--- src/rtl/shift_pipe_if.sv ---
// shift_pipe_if: request/result handshake bundle for shift_pipe.
//   slave  : the shifter's view (accepts requests, produces results)
//   master : the issuing/consuming side's view
//   in_*   : operand, distance, op (00 SLL, 01 SRL, 10 SRA, 11 ROR), tag
//   out_*  : result data and the tag that travelled with it
interface shift_pipe_if #(
  parameter int WIDTH = 32,
  parameter int DISTW = 5,
  parameter int TAGW  = 4
) ();
  logic             in_valid;
  logic             in_ready;
  logic [WIDTH-1:0] in_data;
  logic [DISTW-1:0] in_dist;
  logic [1:0]       in_op;
  logic [TAGW-1:0]  in_tag;
  logic             out_valid;
  logic             out_ready;
  logic [WIDTH-1:0] out_data;
  logic [TAGW-1:0]  out_tag;

  modport slave (
    input  in_valid, in_data, in_dist, in_op, in_tag, out_ready,
    output in_ready, out_valid, out_data, out_tag
  );

  modport master (
    output in_valid, in_data, in_dist, in_op, in_tag, out_ready,
    input  in_ready, out_valid, out_data, out_tag
  );
endinterface

--- src/rtl/shift_pipe.sv ---
// shift_pipe: pipelined barrel shifter (SLL/SRL/SRA/ROR) with valid/ready
// handshake and a tag carried alongside each operation.
//   clock, rst_n : rising-edge clock, asynchronous active-low reset
//   bus (slave)  : in_valid/in_ready/in_data/in_dist/in_op/in_tag request,
//                  out_valid/out_ready/out_data/out_tag result
// Shifter level k (shift by 2^k) lives in stage floor(k*STAGES/DISTW).
// Each stage holds valid, partial data, op, dist, tag and the operand's
// original sign bit, which SRA uses as fill in the later levels.

// One pipeline stage: applies its share of the shifter levels to the
// upstream payload and registers the result when allowed to load.
module shift_pipe_stage #(
  parameter int WIDTH  = 32,
  parameter int DISTW  = 5,
  parameter int TAGW   = 4,
  parameter int STAGES = 2,
  parameter int IDX    = 0
) (
  input  logic             clock,
  input  logic             rst_n,
  input  logic             ld,
  input  logic             vld_i,
  input  logic [WIDTH-1:0] data_i,
  input  logic [1:0]       op_i,
  input  logic [DISTW-1:0] dist_i,
  input  logic [TAGW-1:0]  tag_i,
  input  logic             sign_i,
  output logic             vld_q,
  output logic [WIDTH-1:0] data_q,
  output logic [1:0]       op_q,
  output logic [DISTW-1:0] dist_q,
  output logic [TAGW-1:0]  tag_q,
  output logic             sign_q
);
  logic             vld_d;
  logic [WIDTH-1:0] data_d;
  logic [1:0]       op_d;
  logic [DISTW-1:0] dist_d;
  logic [TAGW-1:0]  tag_d;
  logic             sign_d;
  logic [WIDTH-1:0] shifted;
  logic             take;

  // Single level: shift by the constant s for the given op.
  function automatic logic [WIDTH-1:0] shift_lvl(input logic [WIDTH-1:0] d,
                                                 input logic [1:0] op,
                                                 input logic sgn,
                                                 input int s);
    logic [WIDTH-1:0] fill;
    fill = sgn ? ~({WIDTH{1'b1}} >> s) : '0;
    case (op)
      2'b00:   shift_lvl = d << s;
      2'b01:   shift_lvl = d >> s;
      2'b10:   shift_lvl = (d >> s) | fill;
      default: shift_lvl = (d >> s) | (d << (WIDTH - s));
    endcase
  endfunction

  always_comb begin
    shifted = data_i;
    for (int k = 0; k < DISTW; k++)
      if (((k * STAGES) / DISTW) == IDX && dist_i[k])
        shifted = shift_lvl(shifted, op_i, sign_i, 1 << k);

    // Payload only moves with a real operation, so a bubble passing
    // through never disturbs the registered data.
    take   = ld && vld_i;
    vld_d  = ld ? vld_i : vld_q;
    data_d = take ? shifted : data_q;
    op_d   = take ? op_i    : op_q;
    dist_d = take ? dist_i  : dist_q;
    tag_d  = take ? tag_i   : tag_q;
    sign_d = take ? sign_i  : sign_q;
  end

  always_ff @(posedge clock or negedge rst_n) begin
    if (!rst_n) begin
      vld_q  <= 1'b0;
      data_q <= '0;
      op_q   <= '0;
      dist_q <= '0;
      tag_q  <= '0;
      sign_q <= 1'b0;
    end else begin
      vld_q  <= vld_d;
      data_q <= data_d;
      op_q   <= op_d;
      dist_q <= dist_d;
      tag_q  <= tag_d;
      sign_q <= sign_d;
    end
  end
endmodule

module shift_pipe #(
  parameter int WIDTH  = 32,
  parameter int DISTW  = 5,
  parameter int STAGES = 2,
  parameter int TAGW   = 4
) (
  input  logic        clock,
  input  logic        rst_n,
  shift_pipe_if.slave bus
);
  // Index 0 is the request port; index i+1 is the output of stage i.
  logic [STAGES:0]            vld_pipe;
  logic [STAGES:0][WIDTH-1:0] data_p;
  logic [STAGES:0][1:0]       op_p;
  logic [STAGES:0][DISTW-1:0] dist_p;
  logic [STAGES:0][TAGW-1:0]  tag_p;
  logic [STAGES:0]            sign_p;
  // ld[i]: stage i loads this cycle; ld[STAGES] is the consumer taking data.
  logic [STAGES:0]            ld;
  logic                       unused_tail;

  assign vld_pipe[0] = bus.in_valid;
  assign data_p[0]   = bus.in_data;
  assign op_p[0]     = bus.in_op;
  assign dist_p[0]   = bus.in_dist;
  assign tag_p[0]    = bus.in_tag;
  assign sign_p[0]   = bus.in_data[WIDTH-1];

  assign ld[STAGES]  = bus.out_ready;

  genvar i;
  generate
    for (i = 0; i < STAGES; i++) begin : g_stage
      // An empty stage always loads, so bubbles collapse toward the output.
      assign ld[i] = !vld_pipe[i+1] || ld[i+1];

      shift_pipe_stage #(
        .WIDTH(WIDTH), .DISTW(DISTW), .TAGW(TAGW), .STAGES(STAGES), .IDX(i)
      ) u_stage (
        .clock  (clock),
        .rst_n  (rst_n),
        .ld     (ld[i]),
        .vld_i  (vld_pipe[i]),
        .data_i (data_p[i]),
        .op_i   (op_p[i]),
        .dist_i (dist_p[i]),
        .tag_i  (tag_p[i]),
        .sign_i (sign_p[i]),
        .vld_q  (vld_pipe[i+1]),
        .data_q (data_p[i+1]),
        .op_q   (op_p[i+1]),
        .dist_q (dist_p[i+1]),
        .tag_q  (tag_p[i+1]),
        .sign_q (sign_p[i+1])
      );
    end
  endgenerate

  // in_ready depends only on out_ready and stage occupancy, never in_valid.
  assign bus.in_ready  = ld[0];
  assign bus.out_valid = vld_pipe[STAGES];
  assign bus.out_data  = data_p[STAGES];
  assign bus.out_tag   = tag_p[STAGES];

  // The final stage's control fields have no further consumer.
  assign unused_tail = ^{op_p[STAGES], dist_p[STAGES], sign_p[STAGES]};
endmodule

--- src/flat_wrapper.sv ---
// flat-port wrapper written by rule: the top's interface ports become plain ports
module shift_pipe_flat 
#(
  parameter int WIDTH  = 32,
  parameter int DISTW  = 5,
  parameter int STAGES = 2,
  parameter int TAGW   = 4
)
  (clock, rst_n, bus_in_valid, bus_in_data, bus_in_dist, bus_in_op, bus_in_tag, bus_out_ready, bus_in_ready, bus_out_valid, bus_out_data, bus_out_tag);
  shift_pipe_if #(.WIDTH(WIDTH), .DISTW(DISTW), .TAGW(TAGW)) bus_i ();
  input  logic clock;
  input  logic rst_n;
  input wire logic [$bits(bus_i.in_valid)-1:0] bus_in_valid;
  input wire logic [$bits(bus_i.in_data)-1:0] bus_in_data;
  input wire logic [$bits(bus_i.in_dist)-1:0] bus_in_dist;
  input wire logic [$bits(bus_i.in_op)-1:0] bus_in_op;
  input wire logic [$bits(bus_i.in_tag)-1:0] bus_in_tag;
  input wire logic [$bits(bus_i.out_ready)-1:0] bus_out_ready;
  output wire logic [$bits(bus_i.in_ready)-1:0] bus_in_ready;
  output wire logic [$bits(bus_i.out_valid)-1:0] bus_out_valid;
  output wire logic [$bits(bus_i.out_data)-1:0] bus_out_data;
  output wire logic [$bits(bus_i.out_tag)-1:0] bus_out_tag;
  assign bus_i.in_valid = bus_in_valid;
  assign bus_i.in_data = bus_in_data;
  assign bus_i.in_dist = bus_in_dist;
  assign bus_i.in_op = bus_in_op;
  assign bus_i.in_tag = bus_in_tag;
  assign bus_i.out_ready = bus_out_ready;
  assign bus_in_ready = bus_i.in_ready;
  assign bus_out_valid = bus_i.out_valid;
  assign bus_out_data = bus_i.out_data;
  assign bus_out_tag = bus_i.out_tag;
  shift_pipe #(.WIDTH(WIDTH), .DISTW(DISTW), .STAGES(STAGES), .TAGW(TAGW)) u_core (.clock(clock), .rst_n(rst_n), .bus(bus_i));
endmodule
--- config.mk ---
export PLATFORM = sky130hd
export DESIGN_NAME = shift_pipe_flat
export DESIGN_NICKNAME = d
export VERILOG_FILES = /design/src/rtl/shift_pipe_if.sv /design/src/rtl/shift_pipe.sv /design/src/flat_wrapper.sv
export SDC_FILE = /design/constraint.sdc
export NUM_CORES = 1
export LEC_CHECK = 0
export ABC_AREA = 1
export BUFFER_PORTS_ARGS = -buffer_cell sky130_fd_sc_hd__buf_2
export CORE_MARGIN = 2
export CORE_UTILIZATION = 45
export CTS_CLUSTER_DIAMETER = 120
export CTS_CLUSTER_SIZE = 25
export DETAILED_ROUTE_END_ITERATION = 6
export GPL_TIMING_DRIVEN = 0
export PLACE_DENSITY = 0.74
export SYNTH_ARGS = -nofsm -noshare
export SYNTH_HDL_FRONTEND = slang
export SYNTH_HIERARCHICAL = 1
export SYNTH_SLANG_ARGS = --single-unit
--- constraint.sdc ---
create_clock -name clock -period 1.55 [get_ports clock]
set_input_delay 0.155 -clock clock [delete_from_list [all_inputs] [get_ports clock]]
set_output_delay 0.155 -clock clock [all_outputs]
set_load 0.05 [all_outputs]
# [Word level (Yosys, flattened, before mapping)]
# Index checks and enable logic that the tools add are counted.
[totals] ff_bits=82 input_bits=47 output_inout_bits=38 wordCells=46
[classes] n_eq_ne=4 muxes=15 bitwise_logic=10 reduce_logical=8
[op_table] cell="32-bit one-hot mux with 3 select lines" n=5
[op_table] cell="32-bit 2-to-1 mux" n=10
[op_table] cell="16-bit by 32-bit OR with 32-bit output" n=2
[op_table] cell="24-bit by 32-bit OR with 32-bit output" n=2
[op_table] cell="28-bit by 32-bit OR with 32-bit output" n=2
[op_table] cell="30-bit by 32-bit OR with 32-bit output" n=2
[op_table] cell="31-bit by 32-bit OR with 32-bit output" n=2
[op_table] cell="2-bit by 1-bit == test with 1-bit output, second input constant" n=2
[op_table] cell="2-bit == test, second input constant" n=2
[op_table] cell="2-bit zero test" n=2
[op_table] cell="1-bit logical AND" n=2
[op_table] cell="1-bit zero test" n=2
[op_table] cell="1-bit logical OR" n=2

# [Longest topological paths before layout]
# Gate-level depths: netlist of run 1.
[depth] ltp_word=10 depth_mapped=13 depth_no_buf=12

# [Modules after synthesis]
# Netlist of run 1, hierarchy kept.
[modules_own_cells] mod="shift_pipe_stage (u_core.g_stage[0].u_stage)" n_inst=1 cells_each=654 area_each_um2=3922.5 seq_area_each_um2=1126.1
[modules_own_cells] mod="shift_pipe_stage (u_core.g_stage[1].u_stage)" n_inst=1 cells_each=421 area_each_um2=2845.2 seq_area_each_um2=1126.1
[modules_own_cells] mod="shift_pipe" n_inst=1 cells_each=3 area_each_um2=17.5 seq_area_each_um2=0.0

# [Worst setup path after synthesis of run 1]
# Ideal clock, no wire load.
[synth_timing] kind="register to register" startpoint="register u_core.g_stage[1].u_stage.vld_q" endpoint="register u_core.g_stage[0].u_stage.data_q[30]" setup_time_ns=0.119 arrival_time_ns=2.076 t_required_ns=1.431 path_slack_ns=-0.645 stages_incl_launch_ff=8 n_path_buf=2 synth_period_minus_slack_ns=2.195 cell_sequence="dfrtp_1 > nand3_2 > nand2_1 > clkinv_1 > clkbuf_1 > buf_2 > nand2_1 > nand2_1"
[synth_via] elab_chain_len=4
[synth_lines] element="start, declared" line_no="shift_pipe.sv:28" rtl="output logic vld_q,"
[synth_lines] element="start signal, assigned" line_no="shift_pipe.sv:85" rtl="vld_q <= vld_d;"
[synth_lines] element="1-bit zero test" line_no="shift_pipe.sv:129" rtl="assign ld[i] = !vld_pipe[i+1] || ld[i+1];"
[synth_lines] element="1-bit logical OR (2 in a row)" line_no="shift_pipe.sv:129"
[synth_lines] element="named net bus_in_ready" line_no="flat_wrapper.sv:19" rtl="output wire logic [$bits(bus_i.in_ready)-1:0] bus_in_ready;"
[synth_lines] element="1-bit logical AND" line_no="shift_pipe.sv:67" rtl="take = ld && vld_i;"
[synth_lines] element="end signal, assigned" line_no="shift_pipe.sv:86" rtl="data_q <= data_d;"
[synth_lines] element="end, declared" line_no="shift_pipe.sv:29" rtl="output logic [WIDTH-1:0] data_q,"
# The timed path passes the listed nets, and every way through them passes these cells.
# A chain may end at the register's enable or synchronous reset.

# [Worst setup path in the final report of run 1]
[layout_timing] startpoint="register u_core.g_stage[1].u_stage.vld_q" endpoint="register u_core.g_stage[1].u_stage.data_q[16]"
[layout_via] elab_chain_len=3
[layout_lines] element="1-bit zero test" line_no="shift_pipe.sv:129"
[layout_lines] element="1-bit logical OR" line_no="shift_pipe.sv:129"
[layout_lines] element="named net u_core.ld[1]" line_no="shift_pipe.sv:113" rtl="logic [STAGES:0] ld;"
[layout_lines] element="1-bit logical AND" line_no="shift_pipe.sv:67"
[layout_lines] element="end signal, assigned" line_no="shift_pipe.sv:86"
[layout_lines] element="end, declared" line_no="shift_pipe.sv:29"
# The timed path passes the listed nets, and every way through them passes these cells.

==> summary.md, run 1 <==
| Metric | Value |
|---|---|
| Outcome | `completed` |
| Fin Hold WS | `0.007786 ns` |
| Critical Path Max Stage Delay | `0.44 ns` |
| Cell Count, Final, Fillers Out | `1,328` |
| Pwr Density | `1226 nW/µm²` |
| Nets@finish | `1,191` |
| Worst Min Path Start | `bus_in_tag[3]` |
| Setup violators final | `0` |
| Final setup margin | `0.02868 ns` |
| H-tree levels | `3` |
| HP Class | `input pin to flip-flop` |
| Post-route ant nets | `0` |
| Clock network fraction of design power | `22.0%` |
| Comb pwr share | `45.4%` |
| Drt via density | `5.735` |
| Final-report hold violation count | `0` |
| Share of layout cells above drive strength 1 | `19.51%` |
| Cell leakage power | `0.003932 µW` |
| Clk_lat worst skew | `0.35 ns` |
| Pin count of the biggest net entering global routing | `54` |
| Vias | `7,616` |
| Total congestion overflow | `0` |
| R2r endpoint | `u_core/g_stage[1].u_stage/data_q[16]` |
| Global-route wire length before repair | `37,690 µm` |
| Hold Path End | `u_core/g_stage[0].u_stage/tag_q[3]` |
| Post-route DRC | `0` |
| CP Launch Type | `flip-flop` |
| Largest vdd supply drop | `0.5995 mV` |
| Top Ports | `85` |
| Net Sw Power | `4320 µW` |
| Critical-path cell list | `nand2_1 -> nand2_4 -> buf_6 -> nor2_4 -> buf_2 -> nand3_1 -> nand3_1` |
| R2R setup slack | `0.03 ns` |
| Worst Tran Pin Value | `0.6033 ns` |
| Initial DRC count | `820` |
| WL final | `23,680 µm` |
| Max cap viols | `0` |
| Pre-antenna DRT Iters | `5` |
| DR WL/cell | `17.83 µm` |
| Area growth from synthesis to layout | `17.17%` |
| Slew Limit Fails | `0` |
| Critical Path AT | `1.80 ns` |
| Met2 Wirelength | `10,640 µm` |
| TritonCTS clock tree | `yes` |
| Die X | `123.3 µm` |
| Met3 Wirelength | `1861 µm` |
| Sw Share | `46.95%` |
| Core area | `13,880 µm²` |
| Avg Inst Size Synth | `6.154 µm²` |
| GRT Total Usage | `32.29%` |
| Worst path slowest cell | `dfrtp_2` |
| Full die area | `15,210 µm²` |
| Final worst path period share | `98.15%` |
| Placed Cells incl. Taps | `1,305` |
| Cell Rows | `43` |
| CTS Buffer Depth | `2` |
| Clk sink count | `79` |
| # port buffers | `83` |
| Top sig layer | `met4` |
| Slew headroom | `59.78%` |
| WP buf/inv | `2` |
| Pre-CTS WS | `-0.2587 ns` |
| Metal-1 WL | `10,260 µm` |
| Worst-path clk slew | `0.06 ns` |
| Flop pwr share | `32.6%` |
| Total number of yosys warnings | `6` |
| Hold Crit Depth | `3` |
| Required @ worst endpoint | `1.83 ns` |
| Gp weighted congestion | `0.9767` |
| CTS Buf Count | `9` |
| Cells after Synth | `1,041` |
| Critical path's top delay family | `simple AND/OR/NAND/NOR gates` |
| Syn nets | `1,088` |
| R2R depth | `7` |
| Finished Core Util | `54.07%` |
| Layout Skew | `0.01070 ns` |
| Final worst path period need | `1.521 ns` |
| Element type at the critical path end | `flip-flop` |
| Hpwl dp | `18,410 µm` |
| Internal power | `4882 µW` |
| N_diodes | `0` |
| Cell Area, Synth | `6406 µm²` |
| Type of the worst setup path | `flip-flop to flip-flop` |
| Initial Utilization | `46.15%` |
| Achievable Freq | `0.6573 GHz` |
| Worst path most repeated cell | `nand3_1` |
| Worst r2r src | `u_core/g_stage[1].u_stage/vld_q` |
| Unrepaired setup endpoints after global routing | `true` |
| Number of global-route vias before repair | `7,070` |
| Initial antenna violation count | `0` |
| Die Y | `123.3 µm` |
| CTS root buffer | `clkbuf_16` |
| Crit Path Max Fanout | `10` |
-- cells in the final DEF, fill, tap and decap left out, types with 11 or more instances in the layout --
cell	count
nand2_1	406
nand3_1	181
buf_2	105
nor2_1	88
dfrtp_1	75
inv_1	40
nand4_1	39
o21ai_0	32
or2_2	20
o21ai_1	18
a21oi_1	17
buf_4	15
buf_6	12
nand3_2	11
-- per-layer routing --
| metal | track usage (%) | vias to the layer above |
|---|---|---|
| li1 | - | 3640 |
| met1 | 43.48 | 3499 |
| met2 | 51.17 | 409 |
| met3 | 6.181 | 68 |
| met4 | 12.57 | 0 |
| met5 | 0 | - |
-- worst reg2reg max path: cells and delay by family, from the launching register on --
| family | cells | cell delay, ns |
|---|---|---|
| and+or+nand+nor | 5 | 0.63 |
| buffers and inverters | 2 | 0.40 |
| DFF | 1 | 0.44 |
-- worst max path at each step --
stage	from	end	slack (ns)	cells after the start
2_1_floorplan	u_core/g_stage[1].u_stage/vld_q	u_core/g_stage[0].u_stage/data_q[30]	0.01	7
3_3_place_gp	rst_n	u_core/g_stage[1].u_stage/vld_q	-0.36	1
3_5_place_dp	bus_in_dist[1]	u_core/g_stage[0].u_stage/data_q[27]	-0.26	9
4_1_cts	u_core/g_stage[1].u_stage/vld_q	u_core/g_stage[1].u_stage/data_q[14]	0.005	7
5_1_grt	u_core/g_stage[1].u_stage/vld_q	u_core/g_stage[1].u_stage/data_q[16]	-0.0009	7
6_report	u_core/g_stage[1].u_stage/vld_q	u_core/g_stage[1].u_stage/data_q[16]	0.03	7
-- stage by stage --
| stage | area (µm²) | setup TNS (ns) | power, µW |
|---|---|---|---|
| floorplan | 6445 | 0 | 5911 |
| global placement | 7086 | -24.82 | 7034 |
| detailed placement | 7116 | -7.957 | 7085 |
| CTS | 7447 | 0 | 9160 |
| global route | 7506 | -0.0009452 | 9779 |
| finish | 7506 | 0 | 9202 |
-- area by class of cell --
cell class | instances | area [µm²]
Buffer | 61 | 414.1
Clock buffer | 10 | 239.0
Clock inverter | 5 | 42.54
Fill cell | 1442 | 6375
Inverter | 50 | 192.7
Multi-Input combinational cell | 851 | 3905
Sequential cell | 79 | 1982
Tap cell | 180 | 225.2
Timing Repair Buffer | 92 | 505.5
-- power groups by stage --
stage | Clock (µW) | Sequential, µW | Combinational [µW]
floorplan | 0 | 4050 | 1860
global placement | 0 | 3010 | 4020
detailed placement | 0 | 3030 | 4050
CTS | 2060 | 3000 | 4100
global route | 2160 | 3070 | 4550
finish | 2020 | 3000 | 4180
-- flip-flops by register name, indices dropped and copies added, names as in the netlist --
register and count:
u_core/g_stage.u_stage/tag_q 8, u_core/g_stage.u_stage/sign_q 1, u_core/g_stage.u_stage/dist_q 2, u_core/g_stage.u_stage/op_q 2
u_core/g_stage.u_stage/vld_q 2, u_core/g_stage.u_stage/data_q 64
-- timing repair --
item | 4_1_cts | 5_1_grt
buffers inserted | 2 | 4
hold endpoints to repair | 26 | 0
pin swaps | 1 | 4
hold buffers | 1 | 0
gates resized for setup | 10 | 16
gates cloned | 0 | 1
endpoints found under the setup margin | 29 | 35
No activity file was read; power rests on OpenSTA's default activity.
==> run 2, diff against run 1 <==
==> constraint.sdc (replaced) <==
create_clock -name clock -period 1.55 [get_ports clock]
set_input_delay 0.155 -clock clock [delete_from_list [all_inputs] [get_ports clock]]
set_output_delay 0.155 -clock clock [all_outputs]
set_load 0.005 [all_outputs]
==> run 2 against run 1 <==
Design area rose by 1.0%. Utilization rose by 0.56 points. Combinational power fell by 27%. Highest routed layer unchanged. Cell count rose by 0.60%. Largest power group unchanged. Die area did not move.
==> summary.md, run 2 (synthesized netlist as in run 1, its figures left out) <==
| Metric | Value |
|---|---|
| CTS Buffer Depth | `2 (unchanged)` |
| Final worst path period share | `98.38% (was 98.15%)` |
| CTS root buffer | `clkbuf_16 (unchanged)` |
| Gp weighted congestion | `1.093 (was 0.9767)` |
| WL final | `22,740 µm (was 23,680 µm)` |
| Achievable Freq | `0.6558 GHz (was 0.6573 GHz)` |
| Worst Tran Pin Value | `0.6136 ns (was 0.6033 ns)` |
| Global-route wire length before repair | `35,560 µm (was 37,690 µm)` |
| Element type at the critical path end | `flip-flop (unchanged)` |
| HP Class | `input pin to flip-flop (unchanged)` |
| Slew Limit Fails | `0 (unchanged)` |
| Critical Path AT | `1.81 ns (was 1.80 ns)` |
| DR WL/cell | `17.02 µm (was 17.83 µm)` |
| Clk_lat worst skew | `0.35 ns (about the same)` |
| Max cap viols | `0 (unchanged)` |
| R2R setup slack | `0.03 ns (about the same)` |
| Post-route ant nets | `0 (unchanged)` |
| Most common cell after layout, fill and taps aside | `nand2_1 (unchanged)` |
| Share of layout cells above drive strength 1 | `19.64% (was 19.51%)` |
| Number of global-route vias before repair | `6,967 (was 7,070)` |
| Slew headroom | `59.10% (was 59.78%)` |
| Initial antenna violation count | `0 (unchanged)` |
| Commonest cells after routing, fill and taps aside | `nand2_1, nand3_1, buf_2 (unchanged)` |
| # port buffers | `83 (unchanged)` |
| Final worst path period need | `1.525 ns (was 1.521 ns)` |
| Outcome | `completed (unchanged)` |
| Cell leakage power | `0.003963 µW (was 0.003932 µW)` |
| Total congestion overflow | `0 (unchanged)` |
| Area occupied by multi-input gates | `3902 µm² (was 3905 µm²)` |
| Die Y | `123.3 µm (unchanged)` |
| Initial DRC count | `997 (was 820)` |
| Drt via density | `5.744 (was 5.735)` |
| Cell Rows | `43 (unchanged)` |
| Vias | `7,674 (was 7,616)` |
| Core area | `13,880 µm² (unchanged)` |
| FF+latch area | `1979 µm² (was 1982 µm²)` |
| Worst-path clk slew | `0.07 ns (was 0.06 ns)` |
| H-tree levels | `3 (unchanged)` |
| Area growth from synthesis to layout | `18.38% (was 17.17%)` |
| TritonCTS clock tree | `yes (unchanged)` |
| N_diodes | `0 (unchanged)` |
| Crit Path Max Fanout | `10 (unchanged)` |
| Type of the worst setup path | `flip-flop to flip-flop (unchanged)` |
| Die X | `123.3 µm (unchanged)` |
| Top Registers | `u_core/g_stage.u_stage/data_q x64, u_core/g_stage.u_stage/tag_q x8 (unchanged)` |
| Cell Count, Final, Fillers Out | `1,336 (was 1,328)` |
| Top Ports | `85 (unchanged)` |
| CP Launch Type | `flip-flop (unchanged)` |
| GRT Total Usage | `30.37% (was 32.29%)` |
| Max reg flops | `64 (unchanged)` |
| Hpwl dp | `17,320 µm (was 18,410 µm)` |
| Pre-antenna DRT Iters | `6 (was 5)` |
| Placed inst area | `7077 µm² (was 7116 µm²)` |
| Pin count of the biggest net entering global routing | `50 (was 54)` |
| Final-report hold violation count | `0 (unchanged)` |
| Top reg by flops | `u_core/g_stage.u_stage/data_q (unchanged)` |
| Pwr Density | `1090 nW/µm² (was 1226 nW/µm²)` |
| Layout Skew | `0.007015 ns (was 0.01070 ns)` |
| Nets@finish | `1,198 (was 1,191)` |
| Full die area | `15,210 µm² (unchanged)` |
| Largest vdd supply drop | `0.5789 mV (was 0.5995 mV)` |
| Setup violators final | `0 (unchanged)` |
| Post-route DRC | `0 (unchanged)` |
| Required @ worst endpoint | `1.84 ns (was 1.83 ns)` |
| Clk sink count | `79 (unchanged)` |
| Final instance area | `7584 µm² (was 7506 µm²)` |
| Filler cells | `1,440 (was 1,442)` |
| Placed Cells incl. Taps | `1,305 (unchanged)` |
| Initial Utilization | `46.15% (unchanged)` |
| CTS Buf Count | `9 (unchanged)` |
==> run 2: changes by cell type in the layout (fill, tap and decap cells not counted), moves of 3 or more <==
cell,previous run,this run
clkinv_4,3,0
clkbuf_2,7,4
clkbuf_4,2,6
buf_4,15,20
dlygate4sd3_1,1,4
==> run 2: area by class of cell <==
type	count	area share, %
clock buffers	9	2.970
clock inverters	7	1.122
plain buffers	61	5.379
repair buffers	99	7.491
flip-flops and latches	79	26.10
well taps	180	2.970
inverters	50	2.508
multi-input cells	851	51.46
==> run 2: through the flow <==
step	power, µW	util, %	hold slack [ns]	setup WS [ns]	setup TNS, ns
2_1_floorplan	4772	-	-0.1406	0.06694	0
3_3_place_gp	5826	50.77	0.3526	-0.2881	-25.17
3_5_place_dp	5900	50.98	0.1230	-0.3457	-10.35
4_1_cts	8158	53.70	0.0002497	-0.006831	-0.006831
5_1_grt	8805	54.63	0.01292	-0.01066	-0.02359
6_report	8264	54.63	0.01189	0.02511	0
==> run 2: critical path: stages, from the launching register on <==
cell	delay, ns
dfrtp_1	0.41
nand2_1	0.11
nand2_2	0.11
buf_6	0.17
nor2_4	0.26
buf_6	0.18
nand3_1	0.12
nand3_1	0.11
==> run 2: path summary, 6_finish.rpt <==
| path | to | cells after the start | startpoint |
|---|---|---|---|
| min in group asynchronous | u_core/g_stage[0].u_stage/data_q[19] | 2 | rst_n |
| hold reg to reg | u_core/g_stage[1].u_stage/tag_q[0] | 2 | u_core/g_stage[0].u_stage/tag_q[0] |
| max in group asynchronous | u_core/g_stage[0].u_stage/op_q[1] | 3 | rst_n |
| hold / removal | u_core/g_stage[0].u_stage/dist_q[4] | 3 | bus_in_dist[4] |
| setup reg to reg | u_core/g_stage[1].u_stage/data_q[15] | 7 | u_core/g_stage[1].u_stage/vld_q |
| setup / recovery | u_core/g_stage[1].u_stage/data_q[15] | 7 | u_core/g_stage[1].u_stage/vld_q |
==> run 2: layer usage <==
layer / part of all wire, % / vias to the layer above / routed length, µm / global-route usage, %
met5: 0 / - / 0 / 0
met1: 41 / 3492 / 9354 / 41.31
met2: 45 / 478 / 10300 / 47.42
met3: 10 / 68 / 2276 / 5.904
met4: 3.6 / 0 / 813 / 12.14
li1: - / 3636 / - / -
==> run 2: repair_timing <==
| action | in CTS | in global routing |
|---|---|---|
| buffers inserted | 0 | 9 |
| pin swaps | 0 | 4 |
| gates resized for setup | 11 | 29 |
| gates cloned | 0 | 2 |
| hold buffers | 4 | 0 |
| setup endpoints to repair | 64 | 58 |
| endpoints found under the hold margin | 33 | 0 |
==> run 2: report_power, final <==
| group | internal (µW) | leakage, µW | total [µW] | switching (µW) |
|---|---|---|---|---|
| sequential | 2560 | 0.000948 | 3000 | 438 |
| clock | 1280 | 0.000146 | 2210 | 933 |
| combinational | 1180 | 0.00287 | 3050 | 1860 |
==> run 3, diff against run 2 <==
--- a/config.mk
+++ b/config.mk
@@ -13,7 +13,7 @@
 export CTS_CLUSTER_SIZE = 25
 export DETAILED_ROUTE_END_ITERATION = 6
 export GPL_TIMING_DRIVEN = 0
-export PLACE_DENSITY = 0.74
+export PLACE_DENSITY = 0.71
 export SYNTH_ARGS = -nofsm -noshare
 export SYNTH_HDL_FRONTEND = slang
 export SYNTH_HIERARCHICAL = 1
==> constraint.sdc (replaced) <==
create_clock -name clock -period 2 [get_ports clock]
set_input_delay 0.2 -clock clock [delete_from_list [all_inputs] [get_ports clock]]
set_output_delay 0.2 -clock clock [all_outputs]
set_load 0.005 [all_outputs]
==> run 3 against run 2 <==
Clock-buffer cell count unchanged. Design area down 2.8%. Clock skew grew 0.0011 ns. Total power fell by 26%. Largest power group is now registers.
==> summary.md, run 3 (synthesized netlist as in run 1, its figures left out) <==
| Metric | Value |
|---|---|
| Share of layout cells above drive strength 1 | `17.86% (was 19.64%)` |
| Finished Core Util | `53.13% (was 54.63%)` |
| Gp weighted congestion | `1.022 (was 1.093)` |
| Setup violators final | `0 (unchanged)` |
| Initial antenna violation count | `0 (unchanged)` |
| Post-route ant nets | `0 (unchanged)` |
| Core area | `13,880 µm² (unchanged)` |
| Clk_lat worst skew | `0.36 ns (was 0.35 ns)` |
| Worst-path clk slew | `0.06 ns (was 0.07 ns)` |
| Pre-antenna DRT Iters | `6 (unchanged)` |
| Pwr Density | `834.5 nW/µm² (was 1090 nW/µm²)` |
| WL final | `22,480 µm (was 22,740 µm)` |
| Slew Limit Fails | `0 (unchanged)` |
| CTS root buffer | `clkbuf_16 (unchanged)` |
| GRT Total Usage | `30.61% (was 30.37%)` |
| Full die area | `15,210 µm² (unchanged)` |
| Crit Path Max Fanout | `10 (unchanged)` |
| Die X | `123.3 µm (unchanged)` |
| Most common cell after layout, fill and taps aside | `nand2_1 (unchanged)` |
| Final worst path period share | `85.22% (was 98.38%)` |
| DR WL/cell | `17.00 µm (was 17.02 µm)` |
| CTS Buf Count | `9 (unchanged)` |
| Largest vdd supply drop | `0.4116 mV (was 0.5789 mV)` |
| TritonCTS clock tree | `yes (unchanged)` |
| Initial Utilization | `46.15% (unchanged)` |
| Pin count of the biggest net entering global routing | `54 (was 50)` |
| H-tree levels | `3 (unchanged)` |
| Top Ports | `85 (unchanged)` |
| Worst Tran Pin Value | `0.7111 ns (was 0.6136 ns)` |
| Filler cells | `1,504 (was 1,440)` |
| Achievable Freq | `0.5867 GHz (was 0.6558 GHz)` |
| Cell leakage power | `0.003857 µW (was 0.003963 µW)` |
| Slew headroom | `52.27% (was 59.10%)` |
| Final worst path period need | `1.704 ns (was 1.525 ns)` |
| Layout Skew | `0.008080 ns (was 0.007015 ns)` |
| HP Class | `input pin to flip-flop (unchanged)` |
| Type of the worst setup path | `flip-flop to flip-flop (unchanged)` |
| Setup TNS | `0 ns (unchanged)` |
| Drt via density | `5.657 (was 5.744)` |
| Initial DRC count | `896 (was 997)` |
| Element type at the critical path end | `flip-flop (unchanged)` |
| # port buffers | `83 (unchanged)` |
| Total congestion overflow | `0 (unchanged)` |
| Clk sink count | `79 (unchanged)` |
| CTS Buffer Depth | `2 (unchanged)` |
| Top reg by flops | `u_core/g_stage.u_stage/data_q (unchanged)` |
| Cell Rows | `43 (unchanged)` |
| Post-route DRC | `0 (unchanged)` |
| Area growth from synthesis to layout | `15.12% (was 18.38%)` |
| Critical Path AT | `1.99 ns (was 1.81 ns)` |
| FF+latch area | `1977 µm² (was 1979 µm²)` |
| Max cap viols | `0 (unchanged)` |
| Die Y | `123.3 µm (unchanged)` |
| Required @ worst endpoint | `2.29 ns (was 1.84 ns)` |
| Max reg flops | `64 (unchanged)` |
| R2R setup slack | `0.30 ns (was 0.03 ns)` |
| Vias | `7,478 (was 7,674)` |
| Final-report hold violation count | `0 (unchanged)` |
| Nets@finish | `1,184 (was 1,198)` |
| Unrepaired setup endpoints after global routing | `false` |
| Global-route wire length before repair | `35,780 µm (was 35,560 µm)` |
| Area occupied by multi-input gates | `3879 µm² (was 3902 µm²)` |
| Top Registers | `u_core/g_stage.u_stage/data_q x64, u_core/g_stage.u_stage/tag_q x8 (unchanged)` |
| N_diodes | `0 (unchanged)` |
| CP Launch Type | `flip-flop (unchanged)` |
| Hpwl dp | `17,410 µm (was 17,320 µm)` |
| Commonest cells after routing, fill and taps aside | `nand2_1, nand3_1, buf_2 (unchanged)` |
| Number of global-route vias before repair | `6,849 (was 6,967)` |
| Outcome | `completed (unchanged)` |
run 3: changes by cell type in the layout (fill, tap and decap cells not counted), sizes merged:
cell,previous run,this run
buf,141,133
clkbuf,24,21
dlygate4sd3,4,1
clkinv,0,2
inv,54,53
bufinv,1,0
run 3: report_power, final:
group	switching, µW	internal [µW]
sequential	328	1990
combinational	1410	864
clock	709	856
run 3: worst max-delay path: stages (launching register included):
cell and delay (ns):
dfrtp_1 0.40, nand2_1 0.08, nand2_1 0.20, buf_2 0.30
clkbuf_1 0.42, nand2_1 0.13, nand3_1 0.11
run 3: stage by stage:
| step | cells | power (µW) | instance area [µm²] | setup slack [ns] | hold slack [ns] |
|---|---|---|---|---|---|
| 2_1_floorplan | 1041 | 3698 | 6406 | 0.5169 | -0.09559 |
| 3_3_place_gp | 1304 | 4527 | 7047 | 0.1457 | 0.4016 |
| 3_5_place_dp | 1305 | 4567 | 7077 | 0.09460 | 0.1415 |
| 4_1_cts | 1322 | 6149 | 7367 | 0.07721 | 0.04499 |
| 5_1_grt | 1322 | 6603 | 7375 | 0.1214 | 0.06393 |
| 6_report | 1322 | 6154 | 7375 | 0.2955 | 0.04877 |
run 3: timing repair:
action                                  CTS  global route
resized for setup                         0             4
hold buffers                              1             0
buffers inserted                          0             0
hold endpoints to repair                 26             0
endpoints found under the setup margin    0            17
run 3: layer usage:
metal / routed length (µm) / track usage (%) / up-vias
li1: - / - / 3625
met5: 0 / 0 / -
met1: 9837 / 42.42 / 3416
met4: 818 / 12.64 / 0
met2: 9954 / 46.50 / 379
met3: 1866 / 6.181 / 58
run 3: final timing paths:
| path | from | endpoint | cells after the start |
|---|---|---|---|
| max in group asynchronous | rst_n | u_core/g_stage[0].u_stage/dist_q[3] | 3 |
| max | u_core/g_stage[1].u_stage/vld_q | u_core/g_stage[1].u_stage/data_q[15] | 6 |
| min | bus_in_tag[1] | u_core/g_stage[0].u_stage/tag_q[1] | 3 |
| min in group asynchronous | rst_n | u_core/g_stage[1].u_stage/data_q[18] | 2 |
| min reg2reg | u_core/g_stage[0].u_stage/tag_q[0] | u_core/g_stage[1].u_stage/tag_q[0] | 2 |
| max reg2reg | u_core/g_stage[1].u_stage/vld_q | u_core/g_stage[1].u_stage/data_q[15] | 6 |
run 3: area by class of cell:
type | instances | area share (%)
Buffer | 61 | 4.971
Inverter | 50 | 2.596
Sequential cell | 79 | 26.81
Clock buffer | 9 | 3.054
Timing Repair Buffer | 85 | 6.176
Multi-Input combinational cell | 851 | 52.60
Tap cell | 180 | 3.054
Clock inverter | 7 | 0.7465
